===== config.mk =====
export PLATFORM = sky130hd
export DESIGN_NAME = reg_commit_sched
export DESIGN_NICKNAME = d
export VERILOG_FILES = /design/src/rtl/reg_commit_sched.sv
export SDC_FILE = /design/constraint.sdc
export NUM_CORES = 1
export LEC_CHECK = 0
export ABC_AREA = 1
export CAP_MARGIN = 20
export CORE_ASPECT_RATIO = 2
export CORE_MARGIN = 5
export CORE_UTILIZATION = 56
export CTS_CLUSTER_DIAMETER = 100
export DETAILED_ROUTE_END_ITERATION = 16
export HOLD_SLACK_MARGIN = 0.12
export PLACE_DENSITY = 0.9
export SYNTH_ARGS = -nofsm -noshare
export SYNTH_HDL_FRONTEND = slang
export SYNTH_SLANG_ARGS = --single-unit

===== constraint.sdc =====
create_clock -name clk -period 5.9 [get_ports clk]
set_input_delay 1.18 -clock clk [delete_from_list [all_inputs] [get_ports clk]]
set_output_delay 1.18 -clock clk [all_outputs]
set_load 0.01 [all_outputs]

===== src/rtl/reg_commit_sched.sv =====
// Commit scheduler: buffers up to two retired register writes per cycle and
// drains them in order onto a single commit port; on flush it drains, then clears r1..r31.
module reg_commit_sched #(
   parameter int ROB_W = 4,
   parameter int DEPTH = 4
) (
   input  logic             clk,
   input  logic             rst,
   input  logic             rdy,
   input  logic             in0_valid,
   input  logic [ROB_W-1:0] in0_rob_id,
   input  logic [4:0]       in0_rd,
   input  logic [31:0]      in0_value,
   input  logic             in1_valid,
   input  logic [ROB_W-1:0] in1_rob_id,
   input  logic [4:0]       in1_rd,
   input  logic [31:0]      in1_value,
   output logic             in_ready,
   output logic [ROB_W-1:0] commit_rob_id,
   output logic [4:0]       commit_rd,
   output logic [31:0]      commit_value,
   input  logic             flush_req,
   output logic             flush_clr,
   output logic [4:0]       flush_clr_rd,
   output logic             flush_done
);

   localparam int PTR_W = (DEPTH > 1) ? $clog2(DEPTH) : 1;
   localparam int CNT_W = PTR_W + 1;

   localparam logic [1:0] S_RUN   = 2'd0;
   localparam logic [1:0] S_DRAIN = 2'd1;
   localparam logic [1:0] S_CLEAR = 2'd2;
   localparam logic [1:0] S_DONE  = 2'd3;

   logic [1:0]       state;
   logic [PTR_W-1:0] wr_ptr;
   logic [PTR_W-1:0] rd_ptr;
   logic [CNT_W-1:0] count;
   logic [4:0]       clr_idx;

   logic [ROB_W-1:0] fifo_id  [DEPTH];
   logic [4:0]       fifo_rd  [DEPTH];
   logic [31:0]      fifo_val [DEPTH];

   logic             push0;
   logic             push1;
   logic             pop;
   logic [1:0]       n_push;
   logic [PTR_W-1:0] wr_ptr1;

   // Readiness uses the registered count, so a same-cycle pop never adds room.
   assign in_ready = rdy && (state == S_RUN) && ((CNT_W'(DEPTH) - count) >= CNT_W'(2));

   // Writes to r0 are accepted but never stored.
   assign push0   = in_ready && in0_valid && (in0_rd != 5'd0);
   assign push1   = in_ready && in1_valid && (in1_rd != 5'd0);
   assign n_push  = {1'b0, push0} + {1'b0, push1};
   assign wr_ptr1 = wr_ptr + PTR_W'(push0);
   assign pop     = rdy && ((state == S_RUN) || (state == S_DRAIN)) && (count != '0);

   assign flush_clr    = (state == S_CLEAR);
   assign flush_clr_rd = flush_clr ? clr_idx : 5'd0;
   assign flush_done   = (state == S_DONE);

   always_ff @(posedge clk) begin
      if (push0) begin
         fifo_id[wr_ptr]  <= in0_rob_id;
         fifo_rd[wr_ptr]  <= in0_rd;
         fifo_val[wr_ptr] <= in0_value;
      end
      if (push1) begin
         fifo_id[wr_ptr1]  <= in1_rob_id;
         fifo_rd[wr_ptr1]  <= in1_rd;
         fifo_val[wr_ptr1] <= in1_value;
      end
   end

   always_ff @(posedge clk or posedge rst) begin
      if (rst) begin
         state         <= S_RUN;
         wr_ptr        <= '0;
         rd_ptr        <= '0;
         count         <= '0;
         clr_idx       <= 5'd0;
         commit_rob_id <= '0;
         commit_rd     <= 5'd0;
         commit_value  <= 32'd0;
      end else if (rdy) begin
         if (pop) begin
            commit_rob_id <= fifo_id[rd_ptr];
            commit_rd     <= fifo_rd[rd_ptr];
            commit_value  <= fifo_val[rd_ptr];
            rd_ptr        <= rd_ptr + PTR_W'(1);
         end else begin
            commit_rob_id <= '0;
         end
         wr_ptr <= wr_ptr + PTR_W'(n_push);
         count  <= count + CNT_W'(n_push) - CNT_W'(pop);

         case (state)
            S_RUN: begin
               if (flush_req) state <= S_DRAIN;
            end
            S_DRAIN: begin
               if (count == '0) begin
                  state   <= S_CLEAR;
                  clr_idx <= 5'd1;
               end
            end
            S_CLEAR: begin
               // Index wraps to 0 after r31, leaving it clean for the next flush.
               if (clr_idx == 5'd31) state <= S_DONE;
               clr_idx <= clr_idx + 5'd1;
            end
            default: begin
               state <= S_RUN;
            end
         endcase
      end
   end

endmodule


==> results_dict.tcl, run 1 <==
set metrics [dict create \
    run_status "finished, final reports clean" \
    p_sw_share_pct 40.3 \
    whs_ns 0.477 \
    postCtsHoldBufs 0 \
    first_global_vias 9992 \
    reg2reg_from "count[1]" \
    p_int_mw 3.58 \
    cp-start-kind "primary input" \
    top_layer_used "met4" \
    wl_per_cell_um 19.2 \
    final_common_cell "nand2_1" \
    cp.depth 6 \
    crit_required_ns 4.72 \
    period_minus_slack_ns 3.92 \
    dp_slack_ns 1.52 \
    synth-seq-area-share_pct 57.5 \
    htreeDepth 1 \
    layout_common_cells "nand2_1, nand3_1, edfxtp_1, clkdlybuf4s50_1, o21ai_0" \
    max-slew-margin-rel_pct 29.2 \
    cp_cell_sequence "clkdlybuf4s50_1 > nand2_1 > inv_2 > nand2_1 > inv_1 > clkdlybuf4s50_1" \
    areaGrowthSynthToFinish_pct 19.7 \
    vias 9776 \
    grt_pass1_wl_um 48700 \
    slowest_stage "clkdlybuf4s50_1" \
    layout-drive-gt1-share_pct 5.42 \
    powerDensity_mw_per_mm2 458 \
    ant_nets 0 \
    rr_worst_depth 13 \
    route.met3.wl_um 2950 \
    max-vdd-ir-drop_uv 331 \
    vias_per_cell 6.00 \
    clock_latency_ns 0.50 \
    die_w_um 109 \
    initial_utilization_pct 56.8 \
    final.setup.tns_ns 0 \
    ys.warnings.count 0 \
    placementRows 72 \
    clockBufferDepth 3 \
    clk_pin_slew_ns 0.07 \
    coreArea_mm2 0.0193 \
    final.fill_count 1395 \
    first_pass_iters 6 \
    drc 0 \
    wl_met2_um 16400 \
    pwr-share-clk_pct 21.5 \
    ys_ff_latch 219 \
    die_h_um 208 \
    dieArea_mm2 0.0226 \
    rsz0062_at_grt "false" \
    cts-root-buf "clkbuf_16" \
    drt_iter0_markers 968 \
    synth_area_per_cell_um2 8.70 \
    nets 1457 \
    io_buffers 136 \
    pwr-share-comb_pct 41.1 \
    crit_start "rdy" \
    cts_sinks 219 \
    crit_buf_inv 4 \
    r2r_end "fifo_val[3][6]" \
    cts-resized-gates 0 \
    fin_crit_sh_pct 66.4 \
    antenna_found_initial 4 \
    grt_max_degree 109 \
    r2r_slack_ns 2.40 \
    p_switching_mw 2.42 \
    worstHoldPathCells 2 \
    postSynthCellCount 1259 \
    crit_end "in_ready" \
    hold_path_class "reg2reg" \
    synth_nets 1364 \
    post-cts-setup-buffers 0 \
    final_core_util_pct 68.0 \
    p_leak_nw 5.59 \
    fin_worst_skew_ns 0.0126 \
    synth_area_mm2 0.0109 \
    cp.arrival_ns 2.74 \
    worst_setup_path_end_kind "output pin" \
    slowest_delay_ns 0.60 \
    dp_hpwl_um 18600 \
    crit_family "buffers and inverters" \
    hold_viol_final 0 \
    worst_slack_ns 1.98 \
    drv_slew 0 \
    tightest_slew_ns 1.06 \
    path_max_fanout 6 \
    drt-total-wl_um 31200 \
    report.final.setup_viol 0 \
    cts_tree "yes" \
    wl_met1_um 9690 \
    cts_buffers 19 \
    io_pins 137 \
    gp_congestion 0.882 \
    p_seq_share_pct 37.3 \
    max_freq_mhz 255 \
    worstSetupPathType "in2out" \
    maxCapViolCount 0 \
    synth.distinct_cells 23 \
    grt.total_usage_pct 27.5 \
    grt_overflow_total 0 \
]
[sequential cells by signal (all words and copies together) (netlist names)]
name,cells
fifo_val,128
commit_rob_id,4
state,2
count,3
commit_value,32
wr_ptr,2
fifo_rd,20
clr_idx,5
fifo_id,16
rd_ptr,2
commit_rd,5
[metrics by stage]
step	cell area (um2)	instances	total power, mW
2_1_floorplan	10900	1259	3.74
3_3_place_gp	12500	1590	4.60
3_5_place_dp	12500	1590	4.68
4_1_cts	13100	1624	5.97
5_1_grt	13100	1628	6.31
6_report	13100	1628	6.00
[cells in the mapped netlist]
master      n  area, um2
inv_1      29        109
xor2_1      5       43.8
ha_1       16        200
nand3_1   183        916
o21ai_0    88        440
dfrtp_1    55       1380
inv_2       4       15.0
buf_4       7       52.6
o21ai_1     1       5.00
nor3_1      1       5.00
edfxtp_1  164       4920
nor2_1     85        319
nor2_4      3       33.8
clkbuf_1   31        116
buf_2      43        215
nand2_1   496       1860
fa_1        1       20.0
nor3_4      1       16.3
o22ai_1    38        238
buf_1       2       7.51
a21oi_1     4       20.0
nand4_1     1       6.26
nand3b_1    1       7.51
[how the worst min path moves through the flow]
| stage | slack, ns | startpoint | to |
|---|---|---|---|
| after floorplan | 0.47 | clr_idx[4] | clr_idx[4] |
| after global placement | 0.46 | commit_value[6] | commit_value[6] |
| after detailed placement | 0.46 | commit_value[7] | commit_value[7] |
| after CTS | 0.48 | commit_rd[4] | commit_rd[4] |
| after global routing | 0.50 | commit_value[13] | commit_value[13] |
| final | 0.48 | commit_value[7] | commit_value[7] |
[power groups by stage]
stage          Clock, mW  Sequential [mW]  Combinational (mW)
6_report            1.29             2.24                2.47
5_1_grt             1.36             2.27                2.68
4_1_cts             1.29             2.24                2.44
3_5_place_dp           0             2.26                2.42
3_3_place_gp           0             2.25                2.35
2_1_floorplan          0             2.28                1.46
[cell families after synthesis]
| family | count (synthesis) | share of synthesized area (%) |
|---|---|---|
| simple gates | 771 | 28.9 |
| flops | 219 | 57.5 |
| compound gates | 131 | 6.42 |
| buf+inv | 116 | 4.71 |
| fa+ha+maj | 17 | 2.01 |
| xor+xnor | 5 | 0.400 |
[worst reg2reg max path: cells and delay by family, from the launching register on]
family | cells | cell delay (ns)
simple gates | 5 | 0.60
xor+xnor | 1 | 0.44
buf+inv | 3 | 0.73
compound gates | 1 | 0.34
fa+ha+maj | 3 | 0.66
flops | 1 | 0.39
[layer usage]
metal / vias to the layer above / GRT usage, %
li1: 4415 / -
met1: 4491 / 30.0
met2: 691 / 48.0
met3: 179 / 3.70
met4: 0 / 19.0
met5: - / 0
[area by class of cell]
cell class | count | area (um2) | area share (%)
Sequential cell | 219 | 6300 | 48.1
Multi-Input combinational cell | 924 | 4200 | 32.1
Timing Repair Buffer | 155 | 1500 | 11.5
Clock buffer | 19 | 475 | 3.63
Tap cell | 259 | 324 | 2.47
Clock inverter | 15 | 161 | 1.23
Inverter | 33 | 124 | 0.945
Antenna cell | 4 | 10.0 | 0.0764
(Power assumes the default switching activity.)
==> run 2, diff against run 1 <==
Clock period 5.9 ns to 3.8 ns, I/O delays scaled along.
==> run 2 against run 1 <==
Effect of this change:
- clock skew down 0.0046 ns
- worst setup slack worse by 1.5 ns
- first-iteration DRC count up 4.1%
- final cell count up 0.49%
- non-clock buffer count up 10
- register-to-register slack worse by 1.9 ns
- worst hold slack better by 0.0012 ns
- via count about the same
- power up 54%
- sequential share of layout area down 0.27 points
- die area unchanged
- critical path type is now reg2reg
- largest power group unchanged
- highest routed layer unchanged
==> results_dict.tcl, run 2 (synthesis gave the netlist of run 1 again) <==
set metrics [dict create \
    htreeDepth 1 \
    die_h_um 208 \
    vias 9771 \
    crit_family "buffers and inverters" \
    dp_slack_ns 0.191 \
    drv_slew 0 \
    areaGrowthSynthToFinish_pct 20.4 \
    placementRows 72 \
    max_freq_mhz 303 \
    clock_latency_ns 0.49 \
    regArea_mm2 0.00630 \
    grt_pass1_wl_um 49100 \
    slowest_delay_ns 0.78 \
    worst_setup_path_end_kind "flop" \
    maxCapViolCount 0 \
    p_leak_nw 5.63 \
    final.fill_count 1446 \
    whs_ns 0.478 \
    pwr-share-clk_pct 20.2 \
    slowest_stage "buf_4" \
    cts-resized-gates 0 \
    period_minus_slack_ns 3.30 \
    fin_crit_sh_pct 86.9 \
    fin_worst_skew_ns 0.00809 \
    rsz0062_at_grt "false" \
    initial_utilization_pct 56.8 \
    grt_overflow_total 0 \
    path_max_fanout 85 \
    p_switching_mw 3.73 \
    report.final.setup_viol 0 \
    cp_cell_sequence "inv_1 > ha_1 > ha_1 > nand3_1 > nand3_1 > nor2_4 > buf_4 > buf_4 > nand3_1 > nand2_1" \
    first_global_vias 10000 \
    layout_common_cells "nand2_1, nand3_1, edfxtp_1, clkdlybuf4s50_1, o21ai_0" \
    cp.arrival_ns 3.64 \
    vias_per_cell 5.97 \
    cts_tree "yes" \
    max-vdd-ir-drop_uv 565 \
    ant_nets 0 \
    io_buffers 136 \
    hold_viol_final 0 \
    dp_hpwl_um 18900 \
    coreArea_mm2 0.0193 \
    worst_slack_ns 0.498 \
    pwr-share-comb_pct 43.1 \
    final_core_util_pct 68.4 \
    cp-start-kind "flop" \
    regMostFlops "fifo_val" \
    drt_iter0_markers 1008 \
    dieArea_mm2 0.0226 \
    wl_per_cell_um 19.2 \
    gp_congestion 0.875 \
    hold_path_class "reg2reg" \
    powerDensity_mw_per_mm2 703 \
    nets 1467 \
    io_pins 137 \
    crit_buf_inv 3 \
    worstSetupPathType "reg2reg" \
    drt-total-wl_um 31400 \
    p_seq_share_pct 36.6 \
    post-cts-setup-buffers 0 \
    largest_reg_flops 128 \
    final.setup.tns_ns 0 \
    layout-drive-gt1-share_pct 5.53 \
    cts_sinks 219 \
    postCtsHoldBufs 0 \
    power.total_mw 9.26 \
    cts_buffers 19 \
    antenna_found_initial 3 \
    clk_pin_slew_ns 0.07 \
    die_w_um 109 \
    final_common_cell "nand2_1" \
    drc 0 \
    p_int_mw 5.53 \
    grt.total_usage_pct 27.9 \
    grt_max_degree 86 \
    crit_top_cell "nand3_1" \
    run_status "finished, final reports clean" \
    p_sw_share_pct 40.3 \
    cts-root-buf "clkbuf_16" \
    tightest_slew_ns 1.03 \
    first_pass_iters 7 \
    multi_input_area_mm2 0.00420 \
    max-slew-margin-rel_pct 31.0 \
    largest_registers "fifo_val: 128 flops, commit_value: 32 flops, fifo_rd: 20 flops" \
    crit_required_ns 4.14 \
    clockBufferDepth 3 \
]
[run 2: worst paths after layout]
check                                start                to  slack, ns  cells after the start
min in group asynchronous              rst   commit_value[3]       0.67                      2
max in group asynchronous              rst  commit_value[17]       2.41                      3
setup / recovery                  count[0]     fifo_id[0][2]       0.50                     10
hold / removal             commit_value[9]   commit_value[9]       0.48                      2
setup reg to reg                  count[0]     fifo_id[0][2]       0.50                     10
hold reg to reg            commit_value[9]   commit_value[9]       0.48                      2
[run 2: through the flow]
stage	instance area, um2	std cells
floorplan	10900	1259
global placement	12600	1600
detailed placement	12600	1600
CTS	13200	1633
global route	13200	1636
finish	13200	1636
[run 2: cell type report]
type	count	area share, %
Multi-Input combinational cell	924	31.9
Tap cell	259	2.46
Clock inverter	7	0.427
Sequential cell	219	47.8
Timing Repair Buffer	165	12.4
Inverter	33	0.940
Antenna cell	3	0.0570
Clock buffer	26	4.03
[run 2: power by group through the flow]
stage / clock network (mW) / logic (mW) / registers (mW)
CTS: 1.87 / 3.93 / 3.39
floorplan: 0 / 2.27 / 3.53
finish: 1.87 / 4.00 / 3.39
detailed placement: 0 / 3.90 / 3.44
global placement: 0 / 3.79 / 3.42
global route: 1.97 / 4.33 / 3.44
[run 2: layer usage]
| layer | wire, um | vias up | GRT usage, % |
|---|---|---|---|
| li1 | - | 4437 | - |
| met1 | 9440 | 4464 | 30.3 |
| met3 | 3520 | 173 | 4.30 |
| met5 | 0 | - | 0 |
| met4 | 1980 | 0 | 18.9 |
| met2 | 16500 | 697 | 48.4 |
[run 2: tightest hold or removal path, cell delays in order, from the launching register on]
cell and delay [ns]:
dfrtp_1 0.34, nand2_1 0.05, nand2_1 0.05
==> run 3, diff against run 2 <==
Settings changed: CORE_UTILIZATION 56 to 51, PLACE_DENSITY 0.9 to 0.87, SETUP_SLACK_MARGIN set to 0.05.
Clock period 3.8 ns to 2.95 ns, I/O delays scaled along.
==> run 3 against run 2 <==
Effect of this change:
- clock power is 31% higher
- final cell count rose by 3.7%
- wire length increased by 5.1%
- via count grew 2.4%
- worst hold slack better by 0.0024 ns
- sequential share of layout area shrank 2.4 points
- fmax is 19% higher
- sequential power is 31% higher
- critical path type unchanged
- largest cell class unchanged
- largest power group unchanged
==> results_dict.tcl, run 3 (synthesis gave the netlist of run 1 again) <==
set metrics [dict create \
    run_status "finished, final reports clean" \
    vias_per_cell 5.90 \
    dp_hpwl_um 21000 \
    cts_tree "yes" \
    cts_buffers 19 \
    instances_no_fill 1697 \
    cts_sinks 219 \
    regMostFlops "fifo_val" \
    max_freq_mhz 360 \
    cp.arrival_ns 3.14 \
    ant_nets 0 \
    clk_pin_slew_ns 0.07 \
    die_w_um 114 \
    cts-root-buf "clkbuf_16" \
    drt_iter0_markers 1229 \
    fin_crit_sh_pct 94.3 \
    fin_worst_skew_ns 0.0137 \
    worstSetupPathType "reg2reg" \
    first_global_vias 10000 \
    gp_congestion 0.892 \
    tightest_slew_ns 0.888 \
    final_common_cell "nand2_1" \
    rsz0062_at_grt "false" \
    grt.total_usage_pct 25.4 \
    final.fill_count 1573 \
    cp_cell_sequence "inv_1 > ha_4 > ha_4 > nand3_4 > nand3_2 > nor2_4 > buf_4 > buf_4 > nand3_1 > nand2_1" \
    grt_pass1_wl_um 49600 \
    largest_registers "fifo_val: 128 flops, commit_value: 32 flops, fifo_rd: 20 flops" \
    max-slew-margin-rel_pct 40.8 \
    powerDensity_mw_per_mm2 905 \
    maxCapViolCount 0 \
    stdcell_area_mm2 0.0139 \
    worst_setup_path_end_kind "flop" \
    largest_reg_flops 128 \
    htreeDepth 1 \
    grt_overflow_total 0 \
    io_pins 137 \
    grt_max_degree 85 \
    path_max_fanout 84 \
    areaGrowthSynthToFinish_pct 26.7 \
    nets 1514 \
    reg2reg_from "count[0]" \
    period_minus_slack_ns 2.78 \
    slowest_delay_ns 0.72 \
    wl_per_cell_um 19.5 \
    clockBufferDepth 3 \
    clock_latency_ns 0.49 \
    layout_common_cells "nand2_1, nand3_1, edfxtp_1, clkdlybuf4s50_1, o21ai_0" \
    min_from "commit_value[0]" \
    cp-start-kind "flop" \
    slowest_stage "buf_4" \
    max-vdd-ir-drop_uv 870 \
    crit_start "count[0]" \
    vias 10000 \
    drv_slew 0 \
    initial_utilization_pct 51.2 \
    report.final.setup_viol 0 \
    placementRows 76 \
    hold_path_class "reg2reg" \
    drt-total-wl_um 33000 \
    coreArea_mm2 0.0214 \
    drc 0 \
    hold_viol_final 0 \
    p_leak_nw 5.95 \
    layout-drive-gt1-share_pct 9.50 \
    crit_required_ns 3.31 \
    die_h_um 217 \
    place_area_mm2 0.0130 \
    place_inst 1650 \
    io_buffers 136 \
    postCtsHoldBufs 0 \
    dieArea_mm2 0.0247 \
    first_pass_iters 5 \
    antenna_found_initial 3 \
]
run 3: changes by cell type in the layout (fill, tap and decap cells not counted), moves of 2 or more:
cell / before / now
clkbuf_16: 19 / 23
nand3_1: 183 / 181
clkbuf_8: 3 / 0
ha_4: 0 / 4
buf_6: 0 / 6
buf_12: 4 / 14
nand2_2: 4 / 2
nand2_4: 0 / 3
ha_1: 16 / 12
buf_4: 25 / 52
inv_2: 5 / 7
run 3: metal layers:
metal,share of wire (%),routed length [um],global-route usage (%),up-vias
li1,-,-,-,4536
met1,30,9940,26.6,4665
met2,54,17900,46.6,648
met3,9.4,3120,2.78,155
met4,6.3,2080,17.1,0
met5,0,0,0,-
run 3: path summary, 6_finish.rpt:
kind / to / slack [ns] / depth (start not counted)
setup / recovery: fifo_val[0][1] / 0.17 / 10
hold / removal: commit_value[0] / 0.48 / 2
setup reg to reg: fifo_val[0][1] / 0.17 / 10
hold reg to reg: commit_value[0] / 0.48 / 2
max in group asynchronous: rd_ptr[0] / 1.81 / 3
min in group asynchronous: commit_rob_id[2] / 0.51 / 2
run 3: power by group:
group | switching [mW] | leakage, nW | internal [mW]
combinational | 3.60 | 3.49 | 2.06
sequential | 0.346 | 2.17 | 4.09
clock | 1.09 | 0.292 | 1.36
total | 5.04 | 5.95 | 7.52
run 3: final cells by class:
type | count | area [um2] | area share (%)
Sequential cell | 219 | 6300 | 45.4
Multi-Input combinational cell | 924 | 4310 | 31.0
Timing Repair Buffer | 212 | 2200 | 15.9
Clock buffer | 22 | 487 | 3.51
Tap cell | 273 | 342 | 2.46
Inverter | 33 | 124 | 0.893
Clock inverter | 11 | 104 | 0.749
Antenna cell | 3 | 7.51 | 0.0541
run 3: critical path: cells and delay by family, from the launching register on:
family | cells | cell delay (ns)
buffers and inverters | 3 | 1.17
AND/OR/NAND/NOR | 5 | 0.66
flip-flops | 1 | 0.39
adder cells (fa/ha/maj) | 2 | 0.37
run 3: timing repair:
item | CTS | global route
buffers inserted | 0 | 7
pin swaps | 5 | 7
cloned | 0 | 5
endpoints found under the setup margin | 10 | 167
gates resized for setup | 6 | 17
run 3: stage by stage:
stage          TNS (ns)  hold slack, ns  power, mW  worst slack (ns)  util, %
5_1_grt               0           0.496       13.2            0.0256     64.8
6_report              0           0.480       12.6             0.170     64.8
3_3_place_gp     -0.420           0.464       9.60            -0.179     60.8
3_5_place_dp     -20.50           0.466       9.77            -0.266     60.8
4_1_cts               0           0.484       12.2            0.0762     63.7
2_1_floorplan         0           0.470       7.48            0.0693        -
